**config.mk**
```make
export PLATFORM = sky130hd
export DESIGN_NAME = mem_port_arbiter
export DESIGN_NICKNAME = d
export VERILOG_FILES = /design/src/rtl/mem_port_arbiter.sv
export SDC_FILE = /design/constraint.sdc
export NUM_CORES = 1
export LEC_CHECK = 0
export CAP_MARGIN = 20
export CORE_MARGIN = 1.5
export CORE_UTILIZATION = 41
export DETAILED_ROUTE_END_ITERATION = 10
export MAX_ROUTING_LAYER = met4
export PLACE_DENSITY = 0.85
export SYNTH_ARGS = -nofsm -noshare
export SYNTH_HDL_FRONTEND = slang
export SYNTH_SLANG_ARGS = --single-unit
```
**constraint.sdc**
```tcl
create_clock -name clk -period 2.1 [get_ports clk]
set_input_delay 0.21 -clock clk [delete_from_list [all_inputs] [get_ports clk]]
set_output_delay 0.21 -clock clk [all_outputs]
set_load 0.02 [all_outputs]
```
**src/rtl/mem_port_arbiter.sv**
```systemverilog
`default_nettype none
// ============================================================================
//  Module   : mem_port_arbiter
//  Purpose  : Shares one 32-bit memory port between an instruction-fetch
//             requester (port 0) and a load/store requester (port 1). Grants
//             one transaction at a time, drives the owner select for the
//             external address/wdata muxes and sequences the mem_req/mem_ready
//             handshake, returning a done pulse plus captured read data.
//  Ports    : clk, rst            - clock, synchronous active-high reset
//             p0_req/p0_we/p0_done - port 0 request, write enable, done pulse
//             p1_req/p1_we/p1_done - port 1 request, write enable, done pulse
//             rsp_rdata            - read data returned with done
//             mux_sel              - owner select (0 = port 0, 1 = port 1)
//             mem_req/mem_we       - memory request and write enable
//             mem_ready/mem_rdata  - memory completion and read data
//             arb_busy             - FSM not in IDLE
//             arb_timeout          - abort pulse (0 unless timeout built)
//  Options  : ARB_TIMEOUT_EN - build the BUSY watchdog that aborts after
//             TIMEOUT_CYCLES cycles without mem_ready.
//  Revision : 1.0 - initial release
// ============================================================================
module mem_port_arbiter #(
    parameter int PRIO_MODE      = 0,
    parameter int TIMEOUT_CYCLES = 16,
    parameter int CNT_W          = 5
) (
    input  logic        clk,
    input  logic        rst,
    input  logic        p0_req,
    input  logic        p0_we,
    output logic        p0_done,
    input  logic        p1_req,
    input  logic        p1_we,
    output logic        p1_done,
    output logic [31:0] rsp_rdata,
    output logic        mux_sel,
    output logic        mem_req,
    output logic        mem_we,
    input  logic        mem_ready,
    input  logic [31:0] mem_rdata,
    output logic        arb_busy,
    output logic        arb_timeout
);

    typedef enum logic [1:0] {
        ST_IDLE = 2'd0,
        ST_BUSY = 2'd1,
        ST_RESP = 2'd2
    } state_t;

    state_t      r_state;
    logic        r_last_gnt;
    logic        r_mux_sel;
    logic        r_mem_req;
    logic        r_mem_we;
    logic        r_p0_done;
    logic        r_p1_done;
    logic        r_busy;
    logic [31:0] r_rsp_rdata;
    logic        w_grant_p1;

    // Owner choice in IDLE. With both requesting, round-robin hands the port
    // to whichever side did not win last time; fixed priority favours port 1.
    always_comb begin
        w_grant_p1 = p1_req;
        if (p0_req && p1_req) begin
            w_grant_p1 = (PRIO_MODE != 0) ? 1'b1 : !r_last_gnt;
        end
    end

`ifdef ARB_TIMEOUT_EN
    logic [CNT_W-1:0] r_cnt;
    logic             r_timeout;
    logic             w_limit;

    // Counter holds the number of completed stall cycles, so it reads
    // TIMEOUT_CYCLES-1 during the last allowed BUSY cycle.
    assign w_limit     = (r_cnt == CNT_W'(TIMEOUT_CYCLES - 1));
    assign arb_timeout = r_timeout;
`else
    logic w_unused_cfg;
    assign w_unused_cfg = (TIMEOUT_CYCLES > 0) ^ (CNT_W > 0);
    assign arb_timeout  = 1'b0;
`endif

    always_ff @(posedge clk) begin
        if (rst) begin
            r_state     <= ST_IDLE;
            r_last_gnt  <= 1'b1;
            r_mux_sel   <= 1'b0;
            r_mem_req   <= 1'b0;
            r_mem_we    <= 1'b0;
            r_p0_done   <= 1'b0;
            r_p1_done   <= 1'b0;
            r_busy      <= 1'b0;
            r_rsp_rdata <= 32'd0;
`ifdef ARB_TIMEOUT_EN
            r_cnt       <= '0;
            r_timeout   <= 1'b0;
`endif
        end else begin
            r_p0_done <= 1'b0;
            r_p1_done <= 1'b0;
`ifdef ARB_TIMEOUT_EN
            r_timeout <= 1'b0;
`endif
            case (r_state)
                ST_IDLE: begin
                    if (p0_req || p1_req) begin
                        r_mux_sel  <= w_grant_p1;
                        r_mem_we   <= w_grant_p1 ? p1_we : p0_we;
                        r_last_gnt <= w_grant_p1;
                        r_mem_req  <= 1'b1;
                        r_busy     <= 1'b1;
                        r_state    <= ST_BUSY;
`ifdef ARB_TIMEOUT_EN
                        r_cnt      <= '0;
`endif
                    end
                end
                ST_BUSY: begin
                    // mem_ready is checked first so a completion on the
                    // limit cycle is treated as a normal finish.
                    if (mem_ready) begin
                        r_rsp_rdata <= mem_rdata;
                        r_mem_req   <= 1'b0;
                        r_p0_done   <= !r_mux_sel;
                        r_p1_done   <= r_mux_sel;
                        r_state     <= ST_RESP;
                    end
`ifdef ARB_TIMEOUT_EN
                    else if (w_limit) begin
                        r_rsp_rdata <= 32'd0;
                        r_mem_req   <= 1'b0;
                        r_p0_done   <= !r_mux_sel;
                        r_p1_done   <= r_mux_sel;
                        r_timeout   <= 1'b1;
                        r_state     <= ST_RESP;
                    end else begin
                        r_cnt <= r_cnt + CNT_W'(1);
                    end
`endif
                end
                ST_RESP: begin
                    r_busy  <= 1'b0;
                    r_state <= ST_IDLE;
                end
                default: begin
                    r_mem_req <= 1'b0;
                    r_busy    <= 1'b0;
                    r_state   <= ST_IDLE;
                end
            endcase
        end
    end

    assign mux_sel   = r_mux_sel;
    assign mem_req   = r_mem_req;
    assign mem_we    = r_mem_we;
    assign p0_done   = r_p0_done;
    assign p1_done   = r_p1_done;
    assign arb_busy  = r_busy;
    assign rsp_rdata = r_rsp_rdata;

endmodule
`default_nettype wire

```
After elaboration in Yosys (flattened, before gate mapping)
Cells that the tools add are included.
{"block": "word_totals", "elab_cells": 36, "register_bits": 41, "input_bits": 39, "output_inout_bits": 39}
{"block": "op_classes", "n_bitwise": 3, "eq_ne": 4, "reduce_logical": 11, "muxes": 9}
{"cell": "$reduce_and A2 Y1", "count": 4}
{"cell": "$mux W1", "count": 4}
{"cell": "$mux W2", "count": 2}
{"cell": "$ne A2 B2 Y1 const B", "count": 2}
{"cell": "$pmux W2 S2", "count": 1}
{"cell": "$not A1 Y1", "count": 3}
{"cell": "$pmux W1 S3", "count": 1}
{"cell": "$reduce_and A3 Y1", "count": 1}
{"cell": "$reduce_or A3 Y1", "count": 1}
{"cell": "$eq A2 B1 Y1 const B", "count": 1}
{"cell": "$eq A2 B2 Y1 const B", "count": 1}
{"cell": "$logic_not A1 Y1", "count": 2}
{"cell": "$logic_not A2 Y1", "count": 1}
{"cell": "$pmux W1 S2", "count": 1}
{"cell": "$logic_and A1 B1 Y1", "count": 1}
{"cell": "$logic_or A1 B1 Y1", "count": 1}

Longest topological paths before layout
{"block": "logic_depth", "ltp_word": 3, "ltp_mapped": 5, "mapped_depth_nobuf": 3}

Worst setup path before layout
No wires, ideal clock.
{"block": "synth_path", "kind": "reg-to-reg", "start": "register r_state[1]", "end": "register r_rsp_rdata[10] (netlist: rsp_rdata[10])", "path_stages_with_launch": 6, "setup_slack_ns": 1.080, "required_time_ns": 1.968, "t_arrival_ns": 0.887, "setup_ns": 0.132, "path_buffers": 2, "period_less_slack_ns": 1.020, "path_cell_list": "dfxtp_1 -> and3b_1 -> buf_4 -> buf_6 -> nand2_1 -> a21oi_1"}
{"block": "synth_via", "elab_chain_len": 2}
{"item": "start, declared", "line_no": "51", "source": "state_t r_state;"}
{"item": "start signal, assigned", "line_no": "88", "source": "r_state <= ST_IDLE;"}
{"item": "start signal, assigned", "line_no": "115", "source": "r_state <= ST_BUSY;"}
{"item": "start signal, assigned", "line_no": "129", "source": "r_state <= ST_RESP;"}
{"item": "$eq A2 B1 Y1", "line_no": "107", "source": "case (r_state)"}
{"item": "$reduce_and A2 Y1 (no line)"}
{"item": "end signal, assigned", "line_no": "125", "source": "r_rsp_rdata <= mem_rdata;"}
{"item": "end, declared", "line_no": "59", "source": "logic [31:0] r_rsp_rdata;"}
Every way passes these cells.
A chain may end at the register's enable or synchronous reset.

Worst setup path after layout
{"block": "layout_path", "start": "register r_mux_sel (netlist: mux_sel)", "end": "output port mux_sel"}
{"item": "start, declared", "line_no": "53", "source": "logic r_mux_sel;"}
{"item": "start signal, assigned", "line_no": "110", "source": "r_mux_sel <= w_grant_p1;"}
{"item": "end, declared", "line_no": "36", "source": "output logic mux_sel,"}
No word-level cell between the ends.

==> reports/metrics.cfg <==
[clock_network]
clk_pin_slew_worst_paths_ns = 0.11
cts_buffers = 5
cts_tree = done
cts_resized = 0
clock_path_buffers = 2
htreeDepth = 2
root_buffer = clkbuf_4
clkLatencyLatePin_ns = 0.32
cts_setup_buffers = 0
hold_buffers = 0
clkSinkCount = 41

[yosys]
ys_types = 23
yosysSeqAreaShare_pct = 56.02
synth-xor-area-share_pct = 0
synth_compound_area_share_pct = 15.88
avgSynthCellArea_um2 = 8.372
synthAdderAreaFrac_pct = 0
ys_seq_elements = 41
syn_inst = 175
synth_top_family_by_area = simple AND/OR/NAND/NOR gates
synth_fp_nets = 214
ys_warn_count = 0
synth_area_um2 = 1465
synth_simple_gate_area_share_pct = 21.69
synthMuxAreaShare_pct = 0.6832

[power_and_ir_drop]
clock_power_share_pct = 24.7
p_int_mw = 1.138
sw_frac_of_total_pct = 24.91
p_seq_share_pct = 55.5
switching_power_mw = 0.3775
p_leak_nw = 0.8284
peakVddDrop_mv = 0.4298
combPwrFrac_pct = 19.8
power.density_nw_per_um2 = 660.0

[cells_and_area]
antenna_cells = 0
final_area_um2 = 2296
nNetsFinal = 290
area_delta_synth_final_pct = 56.70
layout-drive-gt1-share_pct = 6.375

[worst_setup_path]
r2r_start = r_state[1]$_SDFFE_PP0P_
cp-start-kind = register
cp.required_ns = 1.89
arrival_ns = 1.34
end_kind = primary output
crit_fanout = 4
critical-path-top-delay-family = buffers and inverters
path_cells = clkdlybuf4s50_1
cp_num_buf_inv = 1
worst_r2r_path_depth = 4
startpoint = mux_sel$_SDFFE_PP0P_
cp_slowest_stage_delay_ns = 0.63
critPathSlowestCell = clkdlybuf4s50_1
worst-path-stages = 1
crit_type = reg -> out

[floorplanning]
die_area_um2 = 3941
die_h_um = 62.78
die_x_um = 62.78
design.core.area_um2 = 3390
placementRows = 21
start_util_pct = 43.23
ioPinCount = 78

[min_path]
whs_path_depth = 3
hold_path.class = in -> reg
hp-start = mem_rdata[6]

[detailed_routing]
via_per_inst = 4.579
wl_per_cell_um = 10.99
drtIter0Drc = 128
totalWireLength_mm = 3.263
vias = 1360
dr.pass1.iters = 4
drtAntennaViolNets = 0
drc = 0

[run]
cap_viol_max_count = 0

[grt]
grt_pass1_vias = 1272
antenna_found_initial = 0
grt_pass1_wl_mm = 5.554
grt_max_degree = 19
track_usage_pct = 18.02
grt-ovfl-total = 0

[sta]
rsz0062_at_grt = false
fmax_mhz = 645.1
whs_ns = 0.4259
setup_viol = 0
timing.final.crit_share_pct = 73.82
tns_ns = 0
finalHoldViolations = 0
finClkSkew_ns = 0.003110
slew_violations = 0
fin_crit_ns = 1.550

[place]
placed_area_um2 = 2241
dp_hpwl_mm = 2.447
port_buffers = 76
gp_congestion = 0.6667

[run_status]
status = completed

## logic make-up (layout without fill, tap and decap cells)
| group | count (synthesis) | in the layout |
|---|---|---|
| AND/OR/NAND/NOR | 77 | 77 |
| AO/OA/AOI/OAI | 43 | 43 |
| flip-flops | 41 | 41 |
| buffers and inverters | 12 | 88 |
| other | 1 | 1 |
| multiplexers | 1 | 1 |
## worst reg2reg max path: cells and delay by family (launching register included)
family | cells | cell delay, ns
AND/OR/NAND/NOR | 2 | 0.51
AO/OA/AOI/OAI | 1 | 0.06
flip-flops | 1 | 0.35
buffers and inverters | 1 | 0.32
## power groups by stage
stage	Combinational, mW	Sequential [mW]	Clock [mW]
after global placement	0.298	0.858	0
after detailed placement	0.301	0.860	0
after CTS	0.302	0.842	0.391
final	0.299	0.841	0.375
after floorplan	0.100	0.902	0
after global routing	0.323	0.848	0.435
## cell type report
cell class | count | area (um^2)
Clock buffer | 7 | 55.05
Fill cell | 278 | 1094
Multi-Input combinational cell | 122 | 564.3
Sequential cell | 41 | 820.8
Tap cell | 46 | 57.56
Timing Repair Buffer | 81 | 798.3
## stage by stage
step,utilization [%],setup WS (ns),power (mW),std cells
6_report,67.74,0.5498,1.515,297
5_1_grt,67.74,0.4702,1.606,297
4_1_cts,67.74,0.5212,1.536,297
3_5_place_dp,66.11,0.4402,1.161,290
3_3_place_gp,66.11,0.4676,1.156,290
2_1_floorplan,-,1.080,1.002,175
## layer usage
metal	GRT usage (%)	vias up	share of wire, %
li1	-	719	-
met1	20.99	586	45
met2	29.17	50	47
met3	5.045	5	6.9
met4	7.778	0	1.1
met5	-	-	0
## cells in the final DEF (no fill, tap or decap), drive strengths merged
master,instances
conb,1
buf,5
o21bai,1
a21boi,1
and3b,1
and2,1
nand3b,1
nor3,1
or2,1
a21oi,38
nor2,2
clkbuf,7
clkdlybuf4s50,76
and3,1
o21ai,1
nand2b,1
dfxtp,41
nand2,67
a21bo,1
a311oi,1
mux2i,1
or3b,1
## worst paths after layout
check                               endpoint  slack [ns]
hold reg to reg   rsp_rdata[26]$_SDFFE_PP0P_        0.46
hold / removal     rsp_rdata[6]$_SDFFE_PP0P_        0.43
setup / recovery                     mux_sel        0.55
setup reg to reg  rsp_rdata[28]$_SDFFE_PP0P_        0.74
## synthesized netlist by cell type
cell      instances  share of area [%]
and3b_1           1               0.60
nand3b_2          1               0.77
o21bai_1          1               0.51
a21bo_2           1               0.68
or2_2             1               0.43
buf_6             3                2.3
or3b_2            1               0.60
o21ai_0           1               0.34
buf_4             2                1.0
a311oi_1          1               0.60
conb_1            1               0.26
a21oi_1          38                 13
nand2_1          67                 17
nor3_1            1               0.34
and3_1            1               0.43
clkbuf_1          3               0.77
nand2b_1          1               0.43
a21boi_2          1               0.77
buf_2             4                1.4
nor2_1            2               0.51
and2_1            1               0.43
dfxtp_1          41                 56
mux2i_1           1               0.68
## registers in the layout (all words and copies together), names as in the netlist
register,cells
arb_busy,1
mem_req,1
mem_we,1
mux_sel,1
p0_done,1
p1_done,1
r_last_gnt,1
r_state,2
rsp_rdata,32
Power figures use the tool's default switching activity.
